**config.mk**
```make
export PLATFORM = sky130hd
export DESIGN_NAME = dp_job_scheduler_flat
export DESIGN_NICKNAME = d
export VERILOG_FILES = /design/src/rtl/dp_job_scheduler_pkg.sv /design/src/rtl/dp_job_scheduler_if.sv /design/src/rtl/dp_job_scheduler_arb.sv /design/src/rtl/dp_job_scheduler.sv /design/src/flat_wrapper.sv
export SDC_FILE = /design/constraint.sdc
export NUM_CORES = 1
export LEC_CHECK = 0
export BUFFER_PORTS_ARGS = -buffer_cell sky130_fd_sc_hd__buf_2
export CAP_MARGIN = 30
export CORE_AREA = 2 2 39 41
export CTS_CLUSTER_SIZE = 30
export DETAILED_ROUTE_END_ITERATION = 16
export DIE_AREA = 0 0 41 43
export PLACE_DENSITY = 0.77
export SYNTH_ARGS = -nofsm -noshare
export SYNTH_HDL_FRONTEND = slang
export SYNTH_HIERARCHICAL = 1
export SYNTH_SLANG_ARGS = --single-unit
```
**constraint.sdc**
```tcl
create_clock -name clk -period 4 [get_ports clk]
set_clock_uncertainty 0.15 [all_clocks]
set_input_delay 0.4 -clock clk [delete_from_list [all_inputs] [get_ports clk]]
set_output_delay 0.4 -clock clk [all_outputs]
set_load 0.01 [all_outputs]
```
**src/rtl/dp_job_scheduler_pkg.sv**
```systemverilog
// Shared types and constants for the dual-requester datapath job scheduler.
// Contents: state enum (StIdle, StS1..StS5), the six datapath control words,
// the requester ID width, and the state-to-control-word decode.
package dp_sched_pkg;

   localparam int unsigned IdW = 1;

   typedef enum logic [2:0] {
      StIdle = 3'd0,
      StS1   = 3'd1,
      StS2   = 3'd2,
      StS3   = 3'd3,
      StS4   = 3'd4,
      StS5   = 3'd5
   } state_e;

   localparam logic [15:0] CW_IDLE = 16'hE000;
   localparam logic [15:0] CW_S1   = 16'h1C08;
   localparam logic [15:0] CW_S2   = 16'h1B10;
   localparam logic [15:0] CW_S3   = 16'h1F9D;
   localparam logic [15:0] CW_S4   = 16'h0343;
   localparam logic [15:0] CW_S5   = 16'h0020;

   // Illegal encodings decode to CW_S5; the FSM recovers to StIdle on the next edge.
   function automatic logic [15:0] cw_decode(input state_e s);
      logic [15:0] cw;
      case (s)
         StIdle:  cw = CW_IDLE;
         StS1:    cw = CW_S1;
         StS2:    cw = CW_S2;
         StS3:    cw = CW_S3;
         StS4:    cw = CW_S4;
         StS5:    cw = CW_S5;
         default: cw = CW_S5;
      endcase
      return cw;
   endfunction

endpackage

```
**src/rtl/dp_job_scheduler_if.sv**
```systemverilog
// Host/datapath-facing bundle of the job scheduler.
//   req     : per-requester level request (host -> scheduler)
//   gnt     : one-hot one-cycle grant pulse
//   sel     : current job owner ID (datapath operand mux select)
//   busy    : job in progress
//   done    : one-cycle completion pulse, qualified by done_id
//   control : 16-bit datapath control word
// master = scheduler side, slave = host/datapath side.
interface dp_job_scheduler_if;

   logic [1:0]  req;
   logic [1:0]  gnt;
   logic        sel;
   logic        busy;
   logic        done;
   logic        done_id;
   logic [15:0] control;

   modport master (
      input  req,
      output gnt, sel, busy, done, done_id, control
   );

   modport slave (
      output req,
      input  gnt, sel, busy, done, done_id, control
   );

endinterface

```
**src/rtl/dp_job_scheduler_arb.sv**
```systemverilog
// rr_arb2: combinational 2-input round-robin arbiter.
//   req_i     : request vector
//   last_id_i : ID granted most recently
//   valid_o   : at least one request present
//   winner_o  : granted ID (on a tie, the one that did not win last)
module rr_arb2
   import dp_sched_pkg::*;
(
   input  logic [1:0]     req_i,
   input  logic [IdW-1:0] last_id_i,
   output logic           valid_o,
   output logic [IdW-1:0] winner_o
);

   always_comb begin
      valid_o  = |req_i;
      winner_o = '0;
      case (req_i)
         2'b01:   winner_o = 1'b0;
         2'b10:   winner_o = 1'b1;
         2'b11:   winner_o = ~last_id_i;
         default: winner_o = '0;
      endcase
   end

endmodule

```
**src/rtl/dp_job_scheduler.sv**
```systemverilog
// dp_job_scheduler: shares one 5-step datapath between two requesters.
// Grants jobs round-robin, sweeps the datapath S1..S5 PASSES times per job and
// reports completion with a done pulse tagged by the owner ID.
// Ports:
//   clk : rising-edge clock
//   rst : asynchronous active-high reset
//   bus : dp_job_scheduler_if.master (req in; gnt/sel/busy/done/done_id/control out)
// Build option: DP_SCHED_CTRL_REG_EN registers control and delays busy/done/done_id
// by one cycle to keep them aligned with it; gnt/sel/arbitration timing unchanged.
module dp_job_scheduler
   import dp_sched_pkg::*;
#(
   parameter int unsigned PASSES = 1,
   parameter int unsigned NREQ   = 2
) (
   input logic                 clk,
   input logic                 rst,
   dp_job_scheduler_if.master  bus
);

   localparam logic [3:0] PassLast = 4'(PASSES - 1);

   state_e           state_q;
   logic [IdW-1:0]   last_id_q;
   logic [IdW-1:0]   sel_q;
   logic [NREQ-1:0]  gnt_q;
   logic             busy_q;
   logic             done_q;
   logic [IdW-1:0]   done_id_q;
   logic [3:0]       pass_cnt_q;

   logic [NREQ-1:0]  req_w;
   logic             arb_valid;
   logic [IdW-1:0]   arb_winner;

   assign req_w = bus.req;

   rr_arb2 u_arb (
      .req_i     (req_w),
      .last_id_i (last_id_q),
      .valid_o   (arb_valid),
      .winner_o  (arb_winner)
   );

   always_ff @(posedge clk or posedge rst) begin
      if (rst) begin
         state_q    <= StIdle;
         last_id_q  <= 1'b1;  // req[0] wins the first tie
         sel_q      <= '0;
         gnt_q      <= '0;
         busy_q     <= 1'b0;
         done_q     <= 1'b0;
         done_id_q  <= '0;
         pass_cnt_q <= '0;
      end else begin
         gnt_q  <= '0;
         done_q <= 1'b0;
         case (state_q)
            StIdle: begin
               if (arb_valid) begin
                  state_q           <= StS1;
                  sel_q             <= arb_winner;
                  last_id_q         <= arb_winner;
                  gnt_q[arb_winner] <= 1'b1;
                  busy_q            <= 1'b1;
               end
            end
            StS1: state_q <= StS2;
            StS2: state_q <= StS3;
            StS3: state_q <= StS4;
            StS4: state_q <= StS5;
            StS5: begin
               if (pass_cnt_q < PassLast) begin
                  state_q    <= StS1;
                  pass_cnt_q <= pass_cnt_q + 4'd1;
               end else begin
                  state_q    <= StIdle;
                  pass_cnt_q <= '0;
                  busy_q     <= 1'b0;
                  done_q     <= 1'b1;
                  done_id_q  <= sel_q;
               end
            end
            default: begin
               state_q    <= StIdle;
               pass_cnt_q <= '0;
               busy_q     <= 1'b0;
            end
         endcase
      end
   end

   assign bus.gnt = gnt_q;
   assign bus.sel = sel_q;

`ifdef DP_SCHED_CTRL_REG_EN
   logic [15:0]    control_q;
   logic           busy_dly_q;
   logic           done_dly_q;
   logic [IdW-1:0] done_id_dly_q;

   always_ff @(posedge clk or posedge rst) begin
      if (rst) begin
         control_q     <= CW_IDLE;
         busy_dly_q    <= 1'b0;
         done_dly_q    <= 1'b0;
         done_id_dly_q <= '0;
      end else begin
         control_q     <= cw_decode(state_q);
         busy_dly_q    <= busy_q;
         done_dly_q    <= done_q;
         done_id_dly_q <= done_id_q;
      end
   end

   assign bus.control = control_q;
   assign bus.busy    = busy_dly_q;
   assign bus.done    = done_dly_q;
   assign bus.done_id = done_id_dly_q;
`else
   assign bus.control = cw_decode(state_q);
   assign bus.busy    = busy_q;
   assign bus.done    = done_q;
   assign bus.done_id = done_id_q;
`endif

endmodule

```
**src/flat_wrapper.sv**
```systemverilog
// flat-port wrapper written by rule: the top's interface ports become plain ports
module dp_job_scheduler_flat import dp_sched_pkg::*;
#(
   parameter int unsigned PASSES = 1,
   parameter int unsigned NREQ   = 2
)
  (clk, rst, bus_req, bus_gnt, bus_sel, bus_busy, bus_done, bus_done_id, bus_control);
  dp_job_scheduler_if bus_i ();
  input logic clk;
  input logic rst;
  input wire logic [$bits(bus_i.req)-1:0] bus_req;
  output wire logic [$bits(bus_i.gnt)-1:0] bus_gnt;
  output wire logic [$bits(bus_i.sel)-1:0] bus_sel;
  output wire logic [$bits(bus_i.busy)-1:0] bus_busy;
  output wire logic [$bits(bus_i.done)-1:0] bus_done;
  output wire logic [$bits(bus_i.done_id)-1:0] bus_done_id;
  output wire logic [$bits(bus_i.control)-1:0] bus_control;
  assign bus_i.req = bus_req;
  assign bus_gnt = bus_i.gnt;
  assign bus_sel = bus_i.sel;
  assign bus_busy = bus_i.busy;
  assign bus_done = bus_i.done;
  assign bus_done_id = bus_i.done_id;
  assign bus_control = bus_i.control;
  dp_job_scheduler #(.PASSES(PASSES), .NREQ(NREQ)) u_core (.clk(clk), .rst(rst), .bus(bus_i));
endmodule
```
==> reports/qor.yml, run 1 <==
routing:
  dr.first_iter.drc_count: 3
  wirelength_um: 962
  first_pass_iters: 2
  viasPerCell: 4.465
  drc: 0
  antenna_left: 0
  vias: 384
  wl_per_cell_um: 11.19
sta:
  fin_crit_sh_pct: 52.62
  hold_ws_ps: 288.7
  report.final.slew_viol_count: 0
  final.setup.tns_ps: 0
  slew-limit-headroom_pct: 75.55
  rsz0062_at_grt: "no"
  hold_viol: 0
  fin_crit_ps: 2105
  worst_pin_slew_ps: 366.4
  fmax_ghz: 0.4751
  setup_viol: 0
floorplanning:
  die_y_um: 43
  die_width_um: 41
  die_area_um2: 1763
  num_rows: 14
  start_util_pct: 37.34
  core-area_um2: 1384
  ios: 26
clock_tree:
  cts_made_buffers: 3
  cts_max_path_buffers: 2
  cts_resized: 0
  path_clk_slew_ps: 70
  cts_htree_levels: 1
  cts-root-buf: "clkbuf_4"
  insertion_delay_ps: 260
  cts_num_sinks: 10
  cts_tree: "built"
  post_cts_buffers: 0
  cts_hold_buf: 1
worst_setup_path:
  cp_cell_sequence: "and2b_4, and2_4, or2_1, buf_2"
  cp-end-kind: "output pin"
  arrival_ps: 1550
  critical_path.n_buffers_inverters: 1
  slowest_delay_ps: 530
  startpoint_type: "register"
  cp.required_ps: 3450
  path_delay_family: "simple AND/OR/NAND/NOR gates"
  critPathMaxFanout: 12
  cp_slowest_cell: "dfrtp_1"
  path_class: "register to output pin"
yosys:
  ys_types: 22
  ys_seq_area_share_pct: 48.67
  yosys_warnings: 6
  yosysTopAreaCell: "dfrtp_1"
  synth_area_leaders: "dfrtp_1, buf_4, dfstp_2"
  synth.avg_cell_area_um2: 10.55
  synth_fp_nets: 53
  yosys.area.top_type_share_pct: 43.58
  syn_area_um2: 516.7
  synth_cells: 49
  synth_seq_cells: 10
place:
  placed_area_um2: 593.1
  routabilityCongestion: 0.7314
  hpwl_um: 694.8
  io_buffers: 25
  dp_cells: 81
global_routing:
  overflow: 0
  grt_pass1_vias: 345
  grt_use_met2_pct: 19.38
  grt_pass1_wl_mm: 1.552
  grt-busiest-layer: "met2"
  grt_use_met3_pct: 6.283
  grt_max_degree: 13
  antenna_found_initial: 0
  grt_use_total_pct: 13.92
  met1_usage_pct: 17.06
final_layout:
  final_util_pct: 46.20
  layout_common_cells: "buf_2, dfrtp_1, or2_1"
  drive_gt1_share_pct: 51.43
  area_delta_synth_final_pct: 23.73
  fillers: 145
  final_common_cell: "buf_2"
  final_cells: 86
  diodes: 0
  design_area_um2: 639.4
  fin_nets: 75
min_path:
  hold_path.class: "input port to register"
power:
  p_per_area_nw_per_um2: 889.7
  cellLeakagePower_nw: 0.3644
  vdd_ir_drop_max_mv: 0.3415
run_status:
  status: "completed"
job:
  cap_violations: 0
metal layers:
| layer | part of all wire, % | up-vias |
|---|---|---|
| li1 | - | 193 |
| met1 | 44 | 182 |
| met2 | 52 | 9 |
| met3 | 4.5 | 0 |
| met4 | 0 | 0 |
| met5 | 0 | - |
Yosys cell counts:
| cell | number |
|---|---|
| inv_1 | 2 |
| a21boi_1 | 1 |
| and2b_4 | 1 |
| or2_1 | 4 |
| mux2_1 | 1 |
| nor2_1 | 3 |
| a21o_1 | 2 |
| buf_2 | 1 |
| and2_4 | 2 |
| and3_4 | 1 |
| buf_6 | 1 |
| buf_4 | 7 |
| o21ai_1 | 2 |
| nor2b_1 | 3 |
| nand2_1 | 2 |
| nor3_1 | 2 |
| a211oi_1 | 1 |
| xnor2_1 | 1 |
| dfstp_2 | 1 |
| nor2_2 | 1 |
| nor2_4 | 1 |
| dfrtp_1 | 9 |
sequential cells by signal (all words and copies together) (netlist names):
signal	flops
u_core/last_id_q	1
u_core/bus.done	1
u_core/bus.sel	1
u_core/state_q	3
u_core/bus.gnt	2
u_core/bus.busy	1
u_core/bus.done_id	1
kinds of logic after synthesis:
family          Yosys count  share of synthesized area, %
mux                       1                         2.179
flops                    10                         48.67
simple gates             20                         24.94
buf+inv                  11                         14.77
xor+xnor                  1                         1.695
compound gates            6                         7.748
layout make-up:
class                           count  area [um2]  area share (%)
Multi-Input combinational cell     28       188.9           29.55
Sequential cell                    10       251.5           39.33
Inverter                            2       7.507           1.174
Timing Repair Buffer               26       135.1           21.14
Clock buffer                        4       36.28           5.675
Tap cell                           16       20.02           3.131
tightest hold or removal path, delay by kind of cell:
family / cells / cell delay, ps
and+or+nand+nor: 1 / 100
buffers and inverters: 1 / 80
AOI/OAI and AO/OA: 1 / 70
where the power goes:
group          internal, mW  switching (mW)
clock                0.0552          0.0336
combinational         0.137           0.151
sequential            0.144          0.0483
total                 0.335           0.233
metrics by stage:
step           setup slack, ps  total power [mW]
2_1_floorplan             2318            0.4240
3_3_place_gp              2247            0.4698
3_5_place_dp              2185            0.4790
4_1_cts                   1887            0.5749
5_1_grt                   1793            0.6178
6_report                  1895            0.5688
final timing paths:
check / start / endpoint / slack [ps] / cells past startpoint
setup / recovery: u_core/state_q[2]$_DFFE_PP0P_ / bus_control[0] / 1900 / 4
hold / removal: bus_req[0] / u_core/bus.gnt[0]$_DFF_PP0_ / 290 / 3
setup reg to reg: u_core/state_q[2]$_DFFE_PP0P_ / u_core/state_q[2]$_DFFE_PP0P_ / 2570 / 3
hold reg to reg: u_core/bus.done_id$_DFFE_PP0P_ / u_core/bus.done_id$_DFFE_PP0P_ / 350 / 1
max in group asynchronous: rst / u_core/last_id_q$_DFFE_PP1P_ / 2900 / 3
min in group asynchronous: rst / u_core/bus.done$_DFF_PP0_ / 490 / 3
(Power assumes the default switching activity.)
==> run 2, diff against run 1 <==
--- a/config.mk
+++ b/config.mk
@@ -7,11 +7,10 @@
 export LEC_CHECK = 0
 export BUFFER_PORTS_ARGS = -buffer_cell sky130_fd_sc_hd__buf_2
 export CAP_MARGIN = 30
-export CORE_AREA = 2 2 39 41
+export CORE_UTILIZATION = 38
 export CTS_CLUSTER_SIZE = 30
 export DETAILED_ROUTE_END_ITERATION = 16
-export DIE_AREA = 0 0 41 43
-export PLACE_DENSITY = 0.77
+export PLACE_DENSITY = 0.78
 export SYNTH_ARGS = -nofsm -noshare
 export SYNTH_HDL_FRONTEND = slang
 export SYNTH_HIERARCHICAL = 1
==> constraint.sdc (replaced) <==
create_clock -name clk -period 1.75 [get_ports clk]
set_clock_uncertainty 0.15 [all_clocks]
set_input_delay 0.175 -clock clk [delete_from_list [all_inputs] [get_ports clk]]
set_output_delay 0.175 -clock clk [all_outputs]
set_load 0.01 [all_outputs]
==> reports/qor.yml, run 2 (same netlist as run 1, synthesis figures left out) <==
run_status:
  status: "completed"
place:
  placed_area_um2: 598.1
  hpwl_um: 734.6
  routabilityCongestion: 0.7618
  io_buffers: 25
final_layout:
  layout_common_cells: "buf_2, dfrtp_1, or2_1, buf_4"
  diodes: 0
  largest_reg_flops: 3
  fillers: 106
  drive_gt1_share_pct: 55.41
  fin_nets: 79
  top_register: "u_core/state_q"
  seqCellArea_um2: 254.0
  area_delta_synth_final_pct: 27.60
  design_area_um2: 659.4
  final_common_cell: "buf_2"
  multi_input_area_um2: 188.9
global_routing:
  overflow: 0
  grt_pass1_vias: 340
  grt_pass1_wl_mm: 1.469
  grt_max_degree: 11
  grt_use_total_pct: 16.02
  antenna_found_initial: 0
sta:
  fin_crit_sh_pct: 98.21
  slew-limit-headroom_pct: 75.39
  fmax_ghz: 0.5819
  rsz0062_at_grt: "yes"
  worst_pin_slew_ps: 368.8
  hold_viol: 0
  fin_crit_ps: 1719
  setup_viol: 0
  report.final.slew_viol_count: 0
  hold_ws_ps: 52.73
floorplanning:
  start_util_pct: 43.57
  die_area_um2: 1511
  die_width_um: 38.88
  core-area_um2: 1186
  num_rows: 12
  ios: 26
  die_y_um: 38.88
clock_tree:
  cts_tree: "built"
  insertion_delay_ps: 270
  cts_max_path_buffers: 2
  cts_num_sinks: 10
  path_clk_slew_ps: 70
  cts-root-buf: "clkbuf_4"
  cts_htree_levels: 1
  cts_made_buffers: 3
routing:
  wirelength_mm: 1.034
  vias: 409
  wl_per_cell_um: 11.75
  first_pass_iters: 2
  drc: 0
  dr.first_iter.drc_count: 5
  antenna_left: 0
  viasPerCell: 4.648
power:
  cellLeakagePower_nw: 0.3768
  vdd_ir_drop_max_mv: 0.7747
  p_per_area_nw_per_um2: 2003
worst_setup_path:
  r2r_cells: 3
  cp.required_ps: 1420
  cp-end-kind: "output pin"
  path_class: "register to output pin"
  critPathMaxFanout: 5
  startpoint_type: "register"
  arrival_ps: 1390
  rrSetupSlack_ps: 380
job:
  cap_violations: 0
min_path:
  hold_path.class: "input port to register"
  hold_depth: 3
## run 2: changes by cell type in the layout (fill, tap and decap cells not counted)
cell      change
dfrtp_1       -2
clkbuf_1      +1
dfrtp_2       +2
buf_4         +4
clkbuf_8      -1
## run 2: worst max-delay path, cell delays in order, from the launching register on
cell and delay, ps:
dfrtp_2 450, and2b_4 180, and2_4 160, or2_1 200
buf_2 140
## run 2: repair_timing
action / 4_1_cts / 5_1_grt
setup buffers: 0 / 3
endpoints found under the setup margin: 3 / 3
resized for setup: 1 / 1
endpoints found under the hold margin: 9 / 0
hold buffers: 1 / 0
## run 2: path summary, 6_finish.rpt
path | to | from
hold / removal | u_core/bus.gnt[0]$_DFF_PP0_ | bus_req[0]
min in group asynchronous | u_core/bus.sel$_DFFE_PP0P_ | rst
setup / recovery | bus_control[0] | u_core/state_q[1]$_DFFE_PP0P_
hold reg to reg | u_core/bus.done_id$_DFFE_PP0P_ | u_core/bus.done_id$_DFFE_PP0P_
setup reg to reg | u_core/bus.done_id$_DFFE_PP0P_ | u_core/state_q[1]$_DFFE_PP0P_
max in group asynchronous | u_core/last_id_q$_DFFE_PP1P_ | rst
## run 2: through the flow
| stage | instances | worst slack, ps | total power [mW] | util, % | TNS (ps) |
|---|---|---|---|---|---|
| after floorplan | 49 | 293.3 | 0.9693 | - | 0 |
| after global placement | 80 | 291.2 | 1.090 | 50.42 | 0 |
| after detailed placement | 80 | 268.4 | 1.108 | 50.42 | 0 |
| after CTS | 85 | 5.739 | 1.283 | 53.59 | 0 |
| after global routing | 88 | -18.62 | 1.437 | 55.59 | -45.53 |
| final | 88 | 31.39 | 1.321 | 55.59 | 0 |
## run 2: layout make-up
type / instances / share of cell area [%]
clock buffer: 4 / 3.985
inverter: 2 / 1.139
multi-input combinational: 28 / 28.65
sequential: 10 / 38.52
tap: 14 / 2.657
timing repair buffer: 30 / 25.05
## run 2: per-layer routing
metal | track usage [%] | up-vias | share of wire [%]
li1 | - | 199 | -
met1 | 18.51 | 194 | 44
met2 | 22.50 | 12 | 48
met3 | 5.202 | 4 | 4.4
met4 | 15.52 | 0 | 3.2
met5 | 0 | - | 0
## run 2: power breakdown
group	internal [mW]	switching (mW)	total, mW
Combinational	0.354	0.384	0.738
Clock	0.0879	0.0762	0.164
Sequential	0.334	0.0850	0.419
